<file path="config.mk">
export PLATFORM = sky130hd
export DESIGN_NAME = tcdm_init_master_flat
export DESIGN_NICKNAME = d
export VERILOG_FILES = /design/src/rtl/tcdm_init_master_pkg.sv /design/src/rtl/tcdm_init_master_if.sv /design/src/rtl/tcdm_init_master.sv /design/src/flat_wrapper.sv
export SDC_FILE = /design/constraint.sdc
export NUM_CORES = 1
export LEC_CHECK = 0
export ABC_CLOCK_PERIOD_IN_PS = 2800
export CAP_MARGIN = 20
export CORE_ASPECT_RATIO = 0.9
export CORE_MARGIN = 1
export CORE_UTILIZATION = 39
export DETAILED_ROUTE_END_ITERATION = 6
export PLACE_DENSITY = 0.88
export RECOVER_POWER = 100
export SYNTH_ARGS = -nofsm -noshare
export SYNTH_HDL_FRONTEND = slang
export SYNTH_SLANG_ARGS = --single-unit
</file>
<file path="constraint.sdc">
create_clock -name clk_i -period 2.8 [get_ports clk_i]
set_clock_uncertainty 0.2 [all_clocks]
set_input_delay 0.56 -clock clk_i [delete_from_list [all_inputs] [get_ports clk_i]]
set_output_delay 0.56 -clock clk_i [all_outputs]
set_load 0.01 [all_outputs]
</file>
<file path="src/rtl/tcdm_init_master_pkg.sv">
// tcdm_init_pkg: FSM states, word-to-byte shift and expected-pattern helper for tcdm_init_master.
package tcdm_init_pkg;

    typedef enum logic [2:0] {
        ST_IDLE,
        ST_WRITE,
        ST_READ,
        ST_DRAIN,
        ST_DONE
    } state_e;

    localparam int unsigned WORD_SHIFT = 2;

    function automatic logic [63:0] exp_word(input logic [63:0] pattern, input logic [63:0] idx);
        return pattern ^ idx;
    endfunction

endpackage

</file>
<file path="src/rtl/tcdm_init_master_if.sv">
// hci_mem_intf: TCDM request/response bus with master and slave modports.
interface hci_mem_intf #(
    parameter int unsigned DW = 32,
    parameter int unsigned AW = 32,
    parameter int unsigned IW = 1
);
    logic            req;
    logic            gnt;
    logic            wen;
    logic [AW-1:0]   add;
    logic [DW-1:0]   data;
    logic [DW/8-1:0] be;
    logic [IW-1:0]   id;
    logic [DW-1:0]   r_data;
    logic [IW-1:0]   r_id;

    modport master(output req, add, wen, data, be, id, input gnt, r_data, r_id);
    modport slave(input req, add, wen, data, be, id, output gnt, r_data, r_id);
endinterface

</file>
<file path="src/rtl/tcdm_init_master.sv">
// tcdm_init_master: writes pattern^idx over a TCDM bank, optionally reads it back and checks it.
// Readback verification is built only when TCDM_INIT_READBACK_EN is defined.
module tcdm_init_master
    import tcdm_init_pkg::*;
#(
    parameter int unsigned     NbWords   = 256,
    parameter int unsigned     DataWidth = 32,
    parameter int unsigned     AddrWidth = 32,
    parameter int unsigned     IdWidth   = 1,
    parameter longint unsigned BaseAddr  = 0
) (
    input  logic                           clk_i,
    input  logic                           rst_i,
    input  logic                           start_i,
    input  logic [DataWidth-1:0]           pattern_i,
    output logic                           busy_o,
    output logic                           done_o,
    output logic                           error_o,
    output logic [AddrWidth-1:0]           err_addr_o,
    output logic [$clog2(NbWords+1)-1:0]   err_count_o,
    hci_mem_intf.master                    tcdm_master
);
    localparam int unsigned     IdxW    = NbWords > 1 ? $clog2(NbWords) : 1;
    localparam int unsigned     CntW    = $clog2(NbWords + 1);
    localparam logic [IdxW-1:0] LastIdx = IdxW'(NbWords - 1);
`ifdef TCDM_INIT_READBACK_EN
    localparam bit ReadBack = 1'b1;
`else
    localparam bit ReadBack = 1'b0;
`endif

    state_e                r_state;
    state_e                w_next;
    logic [IdxW-1:0]       r_idx;
    logic [DataWidth-1:0]  r_pattern;
    logic                  w_start;
    logic                  w_req;
    logic                  w_hs;
    logic                  w_last;
    logic [AddrWidth-1:0]  w_add;
    logic [DataWidth-1:0]  w_exp;

    assign w_start = start_i && (r_state == ST_IDLE || r_state == ST_DONE);
    assign w_req   = r_state == ST_WRITE || r_state == ST_READ;
    assign w_hs    = w_req && tcdm_master.gnt;
    assign w_last  = r_idx == LastIdx;
    assign w_add   = AddrWidth'(BaseAddr) + (AddrWidth'(r_idx) << WORD_SHIFT);
    assign w_exp   = DataWidth'(exp_word(64'(r_pattern), 64'(r_idx)));

    // Request fields derive only from state/idx, so they hold while gnt is low.
    assign tcdm_master.req  = w_req;
    assign tcdm_master.wen  = r_state != ST_WRITE;
    assign tcdm_master.add  = w_req ? w_add : '0;
    assign tcdm_master.data = r_state == ST_WRITE ? w_exp : '0;
    assign tcdm_master.be   = w_req ? '1 : '0;
    assign tcdm_master.id   = w_req ? IdWidth'(r_idx) : '0;

    assign busy_o = r_state == ST_WRITE || r_state == ST_READ || r_state == ST_DRAIN;
    assign done_o = r_state == ST_DONE;

    always_ff @(posedge clk_i or posedge rst_i) begin
        if (rst_i) begin
            r_state   <= ST_IDLE;
            r_idx     <= '0;
            r_pattern <= '0;
        end else begin
            r_state <= w_next;
            if (w_start) begin
                r_idx     <= '0;
                r_pattern <= pattern_i;
            end else if (w_hs) begin
                r_idx <= w_last ? '0 : r_idx + IdxW'(1);
            end
        end
    end

    always_comb begin
        w_next = r_state;
        case (r_state)
            ST_IDLE, ST_DONE: w_next = w_start ? ST_WRITE : r_state;
            ST_WRITE:         w_next = (w_hs && w_last) ? (ReadBack ? ST_READ : ST_DONE) : ST_WRITE;
            ST_READ:          w_next = (w_hs && w_last) ? ST_DRAIN : ST_READ;
            ST_DRAIN:         w_next = ST_DONE;
            default:          w_next = ST_IDLE;
        endcase
    end

`ifdef TCDM_INIT_READBACK_EN
    logic                  r_chk;
    logic [DataWidth-1:0]  r_exp;
    logic [AddrWidth-1:0]  r_exp_add;
    logic                  r_error;
    logic [AddrWidth-1:0]  r_err_addr;
    logic [CntW-1:0]       r_err_cnt;
    logic                  w_mis;
    logic                  w_unused;

    // Bank latency is one cycle: the response lines up with the word registered at the handshake.
    assign w_mis    = r_chk && tcdm_master.r_data != r_exp;
    assign w_unused = ^tcdm_master.r_id;

    always_ff @(posedge clk_i or posedge rst_i) begin
        if (rst_i) begin
            r_chk      <= 1'b0;
            r_exp      <= '0;
            r_exp_add  <= '0;
            r_error    <= 1'b0;
            r_err_addr <= '0;
            r_err_cnt  <= '0;
        end else begin
            r_chk <= w_hs && r_state == ST_READ;
            if (w_hs) begin
                r_exp     <= w_exp;
                r_exp_add <= w_add;
            end
            if (w_start) begin
                r_error    <= 1'b0;
                r_err_addr <= '0;
                r_err_cnt  <= '0;
            end else if (w_mis) begin
                r_error <= 1'b1;
                if (!r_error) r_err_addr <= r_exp_add;
                if (r_err_cnt != CntW'(NbWords)) r_err_cnt <= r_err_cnt + CntW'(1);
            end
        end
    end

    assign error_o     = r_error;
    assign err_addr_o  = r_err_addr;
    assign err_count_o = r_err_cnt;
`else
    logic w_unused;

    assign w_unused    = ^{tcdm_master.r_data, tcdm_master.r_id};
    assign error_o     = 1'b0;
    assign err_addr_o  = '0;
    assign err_count_o = '0;
`endif

endmodule

</file>
<file path="src/flat_wrapper.sv">
// flat-port wrapper written by rule: the top's interface ports become plain ports
module tcdm_init_master_flat import tcdm_init_pkg::*;
#(
    parameter int unsigned     NbWords   = 256,
    parameter int unsigned     DataWidth = 32,
    parameter int unsigned     AddrWidth = 32,
    parameter int unsigned     IdWidth   = 1,
    parameter longint unsigned BaseAddr  = 0
)
  (clk_i, rst_i, start_i, pattern_i, busy_o, done_o, error_o, err_addr_o, err_count_o, tcdm_master_req, tcdm_master_add, tcdm_master_wen, tcdm_master_data, tcdm_master_be, tcdm_master_id, tcdm_master_gnt, tcdm_master_r_data, tcdm_master_r_id);
  hci_mem_intf #(.DW(32), .AW(32), .IW(1)) tcdm_master_i ();
  input  logic clk_i;
  input  logic rst_i;
  input  logic start_i;
  input  logic [DataWidth-1:0] pattern_i;
  output logic busy_o;
  output logic done_o;
  output logic error_o;
  output logic [AddrWidth-1:0] err_addr_o;
  output logic [$clog2(NbWords+1)-1:0] err_count_o;
  output wire logic [$bits(tcdm_master_i.req)-1:0] tcdm_master_req;
  output wire logic [$bits(tcdm_master_i.add)-1:0] tcdm_master_add;
  output wire logic [$bits(tcdm_master_i.wen)-1:0] tcdm_master_wen;
  output wire logic [$bits(tcdm_master_i.data)-1:0] tcdm_master_data;
  output wire logic [$bits(tcdm_master_i.be)-1:0] tcdm_master_be;
  output wire logic [$bits(tcdm_master_i.id)-1:0] tcdm_master_id;
  input wire logic [$bits(tcdm_master_i.gnt)-1:0] tcdm_master_gnt;
  input wire logic [$bits(tcdm_master_i.r_data)-1:0] tcdm_master_r_data;
  input wire logic [$bits(tcdm_master_i.r_id)-1:0] tcdm_master_r_id;
  assign tcdm_master_req = tcdm_master_i.req;
  assign tcdm_master_add = tcdm_master_i.add;
  assign tcdm_master_wen = tcdm_master_i.wen;
  assign tcdm_master_data = tcdm_master_i.data;
  assign tcdm_master_be = tcdm_master_i.be;
  assign tcdm_master_id = tcdm_master_i.id;
  assign tcdm_master_i.gnt = tcdm_master_gnt;
  assign tcdm_master_i.r_data = tcdm_master_r_data;
  assign tcdm_master_i.r_id = tcdm_master_r_id;
  tcdm_init_master #(.NbWords(NbWords), .DataWidth(DataWidth), .AddrWidth(AddrWidth), .IdWidth(IdWidth), .BaseAddr(BaseAddr)) u_core (.clk_i(clk_i), .rst_i(rst_i), .start_i(start_i), .pattern_i(pattern_i), .busy_o(busy_o), .done_o(done_o), .error_o(error_o), .err_addr_o(err_addr_o), .err_count_o(err_count_o), .tcdm_master(tcdm_master_i));
endmodule
</file>
==> run_results.csv <==
group,metric,value,unit
power_and_ir_drop,power.total,2280,uW
clocking,ctsHtreeMaxLevel,2,
sta,rsz0062_at_grt,"false",
worst_setup_path,crit_path_frequent_cell,"buf_4",
floorplanning,die-area,0.00717,mm^2
sta,setup_violations,0,
detailed_routing,wl_per_cell,11.5,um
cells_and_area,drive_gt1_share,5.13,%
clocking,numCtsBuffers,5,
placed_design,gp_congestion,0.857,
synthesis,yosysTopAreaCell,"dfrtp_1",
synthesis,ys_seq_elements,43,
sta,tightest_slew,909,ps
cells_and_area,final_common_cell,"nand2_1",
clocking,cts.path.max_buffers,2,
synthesis,synth.top_cell.area_share,40.4,%
synthesis,synthMuxAreaShare,0.376,%
worst_setup_path,start_kind,"register",
synthesis,synth_xor_area_share,3.62,%
clocking,clkTransAtPathRegs,80,ps
global_route,grt_pass1_vias,1829,
worst_setup_path,max_stage_delay,530,ps
clocking,cts_tree,"built",
synthesis,synth-simple-area-share,28.7,%
clocking,cts_root_buffer,"clkbuf_8",
worst_setup_path,cp-end-kind,"output port",
worst_setup_path,critPathSlowestCell,"clkdlybuf4s50_1",
sta,layout_min_cycle_time,2710,ps
clocking,worstSkewPairLatency,290,ps
cells_and_area,final_cell_mix,"nand2_1, clkdlybuf4s50_1, conb_1",
sta,hold_viol,0,
detailed_routing,drt_iter0_markers,185,
sta,fin_crit_sh,96.9,%
floorplanning,rows,28,
cells_and_area,syn_to_final_growth,29.8,%
worst_setup_path,cp_num_buf_inv,3,
cells_and_area,diodes,0,
power_and_ir_drop,p_leak,0.00176,uW
synthesis,postSynthAreaPerCell,8.15,um^2
synthesis,synth_enable_flop_cells,0,
worst_setup_path,path_cells,"nand2b_1 -> nor2_4 -> buf_4 -> buf_4 -> and2_1 -> clkdlybuf4s50_1",
worst_setup_path,cp_top_family,"buffers and inverters",
global_route,grt_max_degree,25,
sta,fmax,369,MHz
floorplanning,core-area,0.00659,mm^2
cells_and_area,final_area,0.00346,mm^2
detailed_routing,via_per_inst,4.20,
floorplanning,fp.dieW,89.1,um
synthesis,yosysSeqAreaShare,40.4,%
power_and_ir_drop,vdd_drop_max,362,uV
detailed_routing,final_antenna_net_count,0,
sta,slew_viol_final,0,
synthesis,synth_top_family_by_area,"simple AND/OR/NAND/NOR gates",
detailed_routing,drt_pass1_iterations,4,
floorplanning,dieHeight,80.4,um
worst_setup_path,cp.arrival,1950,ps
clocking,cts_hold_buf,0,
placed_design,port_buffers,84,
detailed_routing,drc,0,
synthesis,netlist_instances,327,
synthesis,yosysWarnings,0,
power_and_ir_drop,power.density,660,mW/mm^2
worst_setup_path,critPathRequiredTime,2040,ps
status,status,"complete, no violations",
synthesis,synthAdderAreaFrac,0.469,%
global_route,track_usage,16.2,%
synthesis,synthArstFlopShare,100,%
worst_setup_path,crit_type,"reg2out",
min_path,hold_path.class,"reg2reg",
placed_design,post-dp-hpwl,4330,um
detailed_routing,routed_wl,5750,um
sta,max-slew-margin-rel,39.4,%
worst_setup_path,critPathMaxFanout,5,
floorplanning,io_pins,184,
clocking,clock_sinks,43,
detailed_routing,vias,2097,
synthesis,synth-compound-area-share,3.62,%
synthesis,ys_top_cells_by_area,"dfrtp_1, buf_4, nand2_1, and2_1, xnor2_1",
global_route,antenna_found_initial,0,
global_route,gr-total-overflow,0,
run,maxCapViolations,0,
synthesis,syn_area,0.00267,mm^2
global_route,grt_pass1_wl,8660,um
floorplanning,initial_utilization,40.5,%
synthesis,synth_cell_type_count,37,
cells_and_area,nNetsFinal,478,
placed_design,place_area,0.00333,mm^2
synthesis,synth_flop_cell,"dfrtp_1",
sta,timing.setup.tns,0,ps
==> state kept, by name (all words and copies together), names as in the netlist <==
signal / cells
u_core.r_pattern: 32
u_core.r_idx: 8
u_core.r_state: 3
==> area by class of cell <==
| class | instances | area [um^2] |
|---|---|---|
| sequential | 43 | 1080 |
| clock buffer | 7 | 96.3 |
| inverter | 4 | 15.0 |
| tap | 90 | 113 |
| fill | 644 | 3130 |
| multi-input combinational | 261 | 1250 |
| timing repair buffer | 93 | 897 |
| clock inverter | 1 | 7.51 |
==> timing repair <==
item | 4_1_cts | 5_1_grt
pin swaps | 1 | 1
setup buffers | 2 | 0
setup endpoints to repair | 41 | 16
gates resized for setup | 10 | 9
==> cell families (layout without fill, tap and decap cells) <==
group / Yosys count / in the layout
mux: 1 / 1
fa+ha+maj: 1 / 1
compound gates: 14 / 14
xor+xnor: 11 / 11
other cells: 1 / 66
buf+inv: 88 / 105
flops: 43 / 43
simple gates: 168 / 168
==> through the flow <==
stage	hold slack (ps)	setup slack (ps)	std cells	util, %
after floorplan	237	615	392	-
after global placement	249	169	489	50.5
after detailed placement	254	151	489	50.5
after CTS	274	11.2	499	52.6
after global routing	294	5.96	499	52.5
final	271	86.4	499	52.5
==> metal layers <==
| metal | wire (um) | track usage (%) | share of wire [%] | vias to the layer above |
|---|---|---|---|---|
| met1 | 2450 | 19.6 | 43 | 957 |
| met2 | 2890 | 27.8 | 50 | 92 |
| li1 | - | - | - | 1038 |
| met5 | 0 | 0 | 0 | - |
| met4 | 108 | 7.14 | 1.9 | 0 |
| met3 | 306 | 3.19 | 5.3 | 10 |
==> worst register-to-register path, stage by stage, from the launching register on <==
cell and delay (ps):
dfrtp_1 470, nor2_1 130, nand2_1 380, clkbuf_1 740, nand2_1 130, nand2_1 110
==> final timing paths <==
check                      slack, ps  cells after the start                        startpoint                                to
max in group asynchronous        730                      3                             rst_i   u_core.r_pattern[2]$_DFFE_PP0N_
setup / recovery                  90                      6     u_core.r_state[2]$_DFFE_PP0P_              tcdm_master_data[16]
setup reg to reg                 590                      5     u_core.r_state[1]$_DFFE_PP0P_  u_core.r_pattern[19]$_DFFE_PP0N_
hold / removal                   270                      2  u_core.r_pattern[22]$_DFFE_PP0N_  u_core.r_pattern[22]$_DFFE_PP0N_
hold reg to reg                  270                      2  u_core.r_pattern[22]$_DFFE_PP0N_  u_core.r_pattern[22]$_DFFE_PP0N_
min in group asynchronous        600                      2                             rst_i  u_core.r_pattern[27]$_DFFE_PP0N_
==> synth_stat cells, types with 2 or more instances <==
cell type and count:
nand2_1 103, clkbuf_1 6, xnor2_1 11, a21oi_1 5
buf_2 6, nor2b_1 8, buf_4 71, dfrtp_1 43
nand2b_1 2, nor3b_1 2, nor2_1 15, and3_1 3
inv_1 3, and2_1 26
==> power breakdown <==
group,total [uW],switching [uW],internal [uW]
logic,938,431,507
clock network,440,215,224
registers,904,129,775
Power figures use the tool's default switching activity.
